**config.mk**
```make
export PLATFORM = sky130hd
export DESIGN_NAME = uart_tx_arb
export DESIGN_NICKNAME = d
export VERILOG_FILES = /design/src/rtl/uart_arb_pkg.sv /design/src/rtl/rr_pick.sv /design/src/rtl/uart_tx_arb.sv
export SDC_FILE = /design/constraint.sdc
export NUM_CORES = 1
export LEC_CHECK = 0
export ABC_AREA = 0
export BUFFER_PORTS_ARGS = -buffer_cell sky130_fd_sc_hd__buf_2
export CORE_MARGIN = 5
export CORE_UTILIZATION = 37
export DETAILED_ROUTE_END_ITERATION = 8
export GPL_ROUTABILITY_DRIVEN = 0
export GPL_TIMING_DRIVEN = 0
export MAX_ROUTING_LAYER = met4
export SYNTH_ARGS = -nofsm -noshare
export SYNTH_HDL_FRONTEND = slang
export SYNTH_SLANG_ARGS = --single-unit
```
**constraint.sdc**
```tcl
create_clock -name clk -period 2.96 [get_ports clk]
set_input_delay 0.148 -clock clk [delete_from_list [all_inputs] [get_ports clk]]
set_output_delay 0.148 -clock clk [all_outputs]
set_load 0.02 [all_outputs]
```
**src/rtl/uart_arb_pkg.sv**
```systemverilog
// uart_arb_pkg: shared types and default constants for the uart transmit arbiter.
//   arb_state_t : arbiter FSM state encoding (IDLE, START, WAIT_DONE)
//   NREQ_DEF    : default number of requesters
//   DBIT_DEF    : default data bits per character
//   TO_W_DEF    : default watchdog counter width
package uart_arb_pkg;

  localparam int unsigned NREQ_DEF = 4;
  localparam int unsigned DBIT_DEF = 8;
  localparam int unsigned TO_W_DEF = 20;

  typedef enum logic [1:0] {IDLE, START, WAIT_DONE} arb_state_t;

endpackage

```
**src/rtl/rr_pick.sv**
```systemverilog
// rr_pick: combinational round-robin picker.
// Scans the valid vector from rr_ptr upward (modulo NREQ) and returns the first hit.
// Ports:
//   valid      in  NREQ  request vector
//   rr_ptr     in  IDW   highest-priority index for this scan
//   winner_oh  out NREQ  one-hot winner (zero when nothing is valid)
//   winner_idx out IDW   winner index (zero when nothing is valid)
//   any_valid  out 1     at least one request is valid
module rr_pick #(
  parameter int unsigned NREQ = 4,
  localparam int unsigned IDW = $clog2(NREQ)
) (
  input  logic [NREQ-1:0] valid,
  input  logic [IDW-1:0]  rr_ptr,
  output logic [NREQ-1:0] winner_oh,
  output logic [IDW-1:0]  winner_idx,
  output logic            any_valid
);

  logic           found;
  int unsigned    pos;
  logic [IDW-1:0] pos_idx;

  assign any_valid = |valid;

  always_comb begin
    winner_oh  = '0;
    winner_idx = '0;
    found      = 1'b0;
    pos        = 0;
    pos_idx    = '0;
    for (int unsigned k = 0; k < NREQ; k++) begin
      pos = 32'(rr_ptr) + k;
      if (pos >= NREQ) begin
        pos = pos - NREQ;
      end
      pos_idx = IDW'(pos);
      if (!found && valid[pos_idx]) begin
        found              = 1'b1;
        winner_oh[pos_idx] = 1'b1;
        winner_idx         = pos_idx;
      end
    end
  end

endmodule

```
**src/rtl/uart_tx_arb.sv**
```systemverilog
// uart_tx_arb: round-robin arbiter sharing one uart transmitter among NREQ requesters.
// A byte is taken on req_valid && req_ready, presented on uart_din with a one-cycle
// uart_tx_start, and the owner gets a one-cycle req_done once uart_tx_done_tick arrives.
// A watchdog returns the arbiter to IDLE (pulsing timeout_err) if the done tick never comes.
// Optional build macro UART_LOOPBACK_CHECK_EN adds rx_done_tick/rx_dout/lb_err: completion
// then also waits for the looped-back rx byte and lb_err latches any data mismatch.
// Ports:
//   clk, rst (async, active-low)
//   req_valid/req_data/req_ready/req_done : requester side (NREQ lanes, DBIT bytes)
//   uart_din/uart_tx_start/uart_tx_busy/uart_tx_done_tick : transmitter side
//   grant_id : current/last owner, arb_busy : not IDLE, timeout_err : watchdog pulse
module uart_tx_arb
  import uart_arb_pkg::*;
#(
  parameter int unsigned NREQ = NREQ_DEF,
  parameter int unsigned DBIT = DBIT_DEF,
  parameter int unsigned TO_W = TO_W_DEF,
  localparam int unsigned IDW = $clog2(NREQ)
) (
  input  logic              clk,
  input  logic              rst,
  input  logic [NREQ-1:0]   req_valid,
  input  logic [NREQ*DBIT-1:0] req_data,
  output logic [NREQ-1:0]   req_ready,
  output logic [NREQ-1:0]   req_done,
  output logic [DBIT-1:0]   uart_din,
  output logic              uart_tx_start,
  input  logic              uart_tx_busy,
  input  logic              uart_tx_done_tick,
  output logic [IDW-1:0]    grant_id,
  output logic              arb_busy,
`ifdef UART_LOOPBACK_CHECK_EN
  input  logic              rx_done_tick,
  input  logic [DBIT-1:0]   rx_dout,
  output logic              lb_err,
`endif
  output logic              timeout_err
);

  // Last count before all-ones: timeout is taken as the counter steps onto all-ones.
  localparam logic [TO_W-1:0] WdLast = {TO_W{1'b1}} - TO_W'(1);

  arb_state_t       state_q;
  logic [IDW-1:0]   rr_ptr_q;
  logic [IDW-1:0]   grant_q;
  logic [DBIT-1:0]  din_q;
  logic             start_q;
  logic [NREQ-1:0]  done_q;
  logic             tmo_q;
  logic [TO_W-1:0]  wd_q;

  logic [NREQ-1:0]  win_oh;
  logic [IDW-1:0]   win_idx;
  logic             any_valid;
  logic [DBIT-1:0]  win_data;
  logic             handshake;
  logic [IDW-1:0]   next_ptr;
  logic             finish;

  rr_pick #(
    .NREQ(NREQ)
  ) u_rr_pick (
    .valid      (req_valid),
    .rr_ptr     (rr_ptr_q),
    .winner_oh  (win_oh),
    .winner_idx (win_idx),
    .any_valid  (any_valid)
  );

  always_comb begin
    win_data = '0;
    for (int i = 0; i < NREQ; i++) begin
      if (win_oh[i]) begin
        win_data = req_data[i*DBIT +: DBIT];
      end
    end
  end

  // rst in the term keeps req_ready low while reset is held (state already reads IDLE).
  assign handshake = rst && (state_q == IDLE) && !uart_tx_busy && any_valid;
  assign req_ready = handshake ? win_oh : '0;
  assign next_ptr  = (32'(grant_q) == NREQ - 1) ? '0 : grant_q + IDW'(1);

`ifdef UART_LOOPBACK_CHECK_EN
  logic tx_seen_q;
  logic rx_seen_q;
  logic lb_err_q;
  assign finish = (uart_tx_done_tick || tx_seen_q) && (rx_done_tick || rx_seen_q);
  assign lb_err = lb_err_q;
`else
  assign finish = uart_tx_done_tick;
`endif

  always_ff @(posedge clk or negedge rst) begin
    if (!rst) begin
      state_q   <= IDLE;
      rr_ptr_q  <= '0;
      grant_q   <= '0;
      din_q     <= '0;
      start_q   <= 1'b0;
      done_q    <= '0;
      tmo_q     <= 1'b0;
      wd_q      <= '0;
`ifdef UART_LOOPBACK_CHECK_EN
      tx_seen_q <= 1'b0;
      rx_seen_q <= 1'b0;
      lb_err_q  <= 1'b0;
`endif
    end else begin
      start_q <= 1'b0;
      done_q  <= '0;
      tmo_q   <= 1'b0;
      unique case (state_q)
        IDLE: begin
          if (handshake) begin
            din_q   <= win_data;
            grant_q <= win_idx;
            start_q <= 1'b1;
            state_q <= START;
          end
        end
        START: begin
          wd_q      <= '0;
`ifdef UART_LOOPBACK_CHECK_EN
          tx_seen_q <= 1'b0;
          rx_seen_q <= 1'b0;
`endif
          state_q   <= WAIT_DONE;
        end
        WAIT_DONE: begin
          wd_q <= wd_q + TO_W'(1);
          // Completion is checked first so a done tick beats a same-cycle timeout.
          if (finish) begin
            done_q[grant_q] <= 1'b1;
            rr_ptr_q        <= next_ptr;
            state_q         <= IDLE;
          end else if (wd_q == WdLast) begin
            tmo_q    <= 1'b1;
            rr_ptr_q <= next_ptr;
            state_q  <= IDLE;
          end
`ifdef UART_LOOPBACK_CHECK_EN
          else begin
            if (uart_tx_done_tick) tx_seen_q <= 1'b1;
            if (rx_done_tick)      rx_seen_q <= 1'b1;
          end
`endif
        end
        default: state_q <= IDLE;
      endcase
`ifdef UART_LOOPBACK_CHECK_EN
      if (rx_done_tick && (state_q != IDLE) && (rx_dout != din_q)) begin
        lb_err_q <= 1'b1;
      end
`endif
    end
  end

  assign uart_din      = din_q;
  assign uart_tx_start = start_q;
  assign req_done      = done_q;
  assign timeout_err   = tmo_q;
  assign grant_id      = grant_q;
  assign arb_busy      = (state_q != IDLE);

endmodule

```
==> results.yml <==
status:
  outcome: "finished with violations"
  violated_checks: "hold timing"
power:
  clockPowerShare_pct: 15.9
  power.internal_uw: 1590
  power_switching_uw: 1180
  power.share.combinational_pct: 58.0
  vdd_ir_drop_max_mv: 0.617
  powerDensity_nw_per_um2: 855
  power.share.switching_pct: 42.5
  portion_of_total_power_attributed_to_sequential_cells_pct: 26.1
  power_leakage_uw: 0.00151
yosys:
  ys_ff_latch: 40
  ys_warnings: 0
  synth-adder-area-share_pct: 8.06
  ys_async_sr_fraction_pct: 100
  cell_type_with_the_largest_total_area_after_synthesis: "dfrtp_1"
  synth.area.top_cells: "dfrtp_1, ha_1, nand2_1"
  dominant_combinational_cell_family_by_area_after_synthesis: "simple AND/OR/NAND/NOR gates"
  synth_mux_area_share_pct: 5.45
  synthFlopType: "dfrtp_1"
  syn-instance-count: 268
  synth_compound_area_share_pct: 19.1
  synthSimpleGateAreaFrac_pct: 19.7
  post_synth.cell_area_avg_um2: 9.85
  synth-edff-count: 0
  synth_nets: 325
  synth_cell_type_count: 50
  yosysSeqAreaShare_pct: 37.9
  xor_xnor_portion_of_the_synthesized_cell_area_pct: 3.32
  mapped_area_um2: 2640
  synth_top_area_share_pct: 37.9
setup_path:
  crit_type: "register to output port"
  cp-startpoint: "rr_ptr_q[0]"
  critical_path_arrival_ps: 2670
  regToRegStartpoint: "rr_ptr_q[0]"
  cp_data_required_time_ps: 2810
  regToRegSetupSlack_ps: 150
  worstPathMaxFanout: 10
  timing.critical_path.from_type: "register"
  timing.critical_path.to_type: "output port"
floorplanning:
  initial_utilization_pct: 38.4
  die_area_um2: 8920
  fp.dieW_um: 94.5
  placement_rows: 30
  pin_count: 61
  core_footprint_um2: 6870
  fp.dieH_um: 94.5
finish:
  multi_input_comb_area_um2: 1500
  layout-drive-gt1-share_pct: 31.9
  combined_flip_flop_and_latch_cell_area_um2: 1000
  fin_nets: 398
  fillers: 675
  area.growth.synth_to_final_pct: 22.9
  num_antenna_cells: 0
  postLayoutCoreUtil_pct: 47.2
  final_area_um2: 3240
  final_cell_count_no_fill: 438
global_routing:
  grt_first_pass_wirelength_mm: 10.2
  grt_max_degree: 42
  globalRouteTotalUtil_pct: 14.8
  overflow: 0
  antenna_violations_before_repair: 0
  grt_pass1_vias: 2163
timing:
  number_of_slew_limit_violations_in_the_final_report: 0
  layout_setup_ws_ps: 138
  rsz0062_at_grt: "no"
  setup_viol_count_final: 0
  timing_worst_slew_pin_value_ps: 914
  slew_headroom_pct: 39.1
  achievable-frequency_mhz: 354
  hold_viol_final: 27
  hold-worst-slack_ps: -13.1
  period_needed_ps: 2820
  timing.clock.skew_ps: 5.52
  final_min_period_over_clock_period_pct: 95.3
placed_design:
  numPortBuffers: 60
  placed_insts: 424
  pre_cts_worst_setup_slack_ps: -55.1
  dp_hpwl_mm: 4.78
  placed_cell_area_um2: 3060
clock_tree:
  cts.sinks: 40
  clockBufferDepth: 2
  worstSkewPairLatency_ps: 290
  clock_buffer_count_from_cts: 5
  cts_tree: "built"
  clock_tree.root_cell: "clkbuf_8"
  htree_num_levels: 2
  cts.reportedPaths.clkPinSlew_ps: 80
route:
  drt-initial-drc-count: 83
  detailroute.via_count: 2238
  avgViaCountPerCell: 5.11
  first_pass_iters: 4
  drc_errors: 0
  wirelength_mm: 6.39
  antenna_left: 0
  routed_wire_length_per_instance_um: 14.6
flow_run:
  max-cap-violations: 0
hold_path:
  hold_class: "primary input to async pin"
==> sequential cells by signal (all words and copies together) (netlist names) <==
register	count
rr_ptr_q	2
timeout_err	1
req_done	4
state_q	2
uart_tx_start	1
wd_q	20
uart_din	8
grant_id	2
==> cells by family (layout without fill, tap and decap cells) <==
family          after synthesis  in the layout
flops                        40             40
simple gates                 97             97
xor+xnor                     10             10
compound gates               63             63
buf+inv                      31            105
fa+ha+maj                    17             17
mux                          10             10
==> worst max-delay path, cell delays in order, from the launching register on <==
cell and delay [ps]:
dfrtp_2 420, buf_6 140, inv_1 140, ha_4 230, mux4_2 380, nor3b_1 180, a221o_1 290, a21o_1 170
buf_6 130, and2_1 150, buf_2 150
==> metrics by stage <==
stage	TNS, ps	total power, uW
detailed placement	-349	2250
global route	0	2980
global placement	-357	2230
CTS	0	2730
finish	0	2770
floorplan	0	1860
==> power groups by stage <==
stage               Sequential (uW)  Combinational [uW]  Clock [uW]
floorplan                       809                1050           0
CTS                             730                1550         453
detailed placement              754                1490           0
finish                          723                1610         441
global placement                750                1480           0
global route                    734                1770         473
==> worst paths after layout <==
check / end / cells after the start
setup reg to reg: uart_din[6] / 11
setup / recovery: req_ready[1] / 10
min in group clk: timeout_err / 2
max in group asynchronous: rr_ptr_q[0] / 1
hold / removal: wd_q[3] / 1
hold reg to reg: uart_din[1] / 2
==> Yosys cell counts, types with 5 or more instances <==
library cell  instances
a21oi_1               8
a22oi_1               9
a2bb2oi_1             8
and3_1                5
clkbuf_1              5
dfrtp_1              40
ha_1                 17
inv_1                19
mux2_2                5
nand2_1              27
nand3_1              18
nor2_1               15
o211ai_2              8
o21ai_0              14
or3_1                 7
xor2_1                8
==> placed cells by master, fill, tap and decap left out, types with 3 or more instances in the layout <==
cell type  instances
buf_4              7
xor2_1             8
buf_6              4
clkbuf_8           7
mux2_2             5
nand4_1            4
nor2_1            15
a22oi_1            9
nand3_1           18
o211ai_2           8
inv_1             19
or3_1              7
mux4_2             3
buf_2             60
nand2_1           27
nand3b_1           4
clkbuf_1           6
a21oi_1            8
dfrtp_1           38
a2bb2oi_1          8
o21ai_0           14
and3_1             5
ha_1              16
==> final cells by class <==
class / instances / share of cell area [%]
multi-input cells: 197 / 46.1
flip-flops and latches: 40 / 31.0
inverters: 19 / 2.20
clock buffers: 6 / 2.24
well taps: 96 / 3.71
repair buffers: 66 / 10.7
clock inverters: 2 / 1.08
plain buffers: 12 / 3.05
==> per-layer routing <==
| metal | part of all wire [%] | routed length, um | GRT usage, % | vias to the layer above |
|---|---|---|---|---|
| met5 | 0 | 0 | - | - |
| met4 | 1.3 | 82 | 3.97 | 0 |
| met3 | 2.9 | 185 | 2.87 | 6 |
| met2 | 52 | 3310 | 25.2 | 40 |
| met1 | 44 | 2810 | 17.9 | 1076 |
| li1 | - | - | - | 1116 |
==> repair_timing <==
action	CTS	global route
setup buffers	2	4
cloned	0	0
resized for setup	3	2
pin swaps	0	1
endpoints found under the setup margin	11	3
hold buffers	0	0
(Power assumes the default switching activity.)
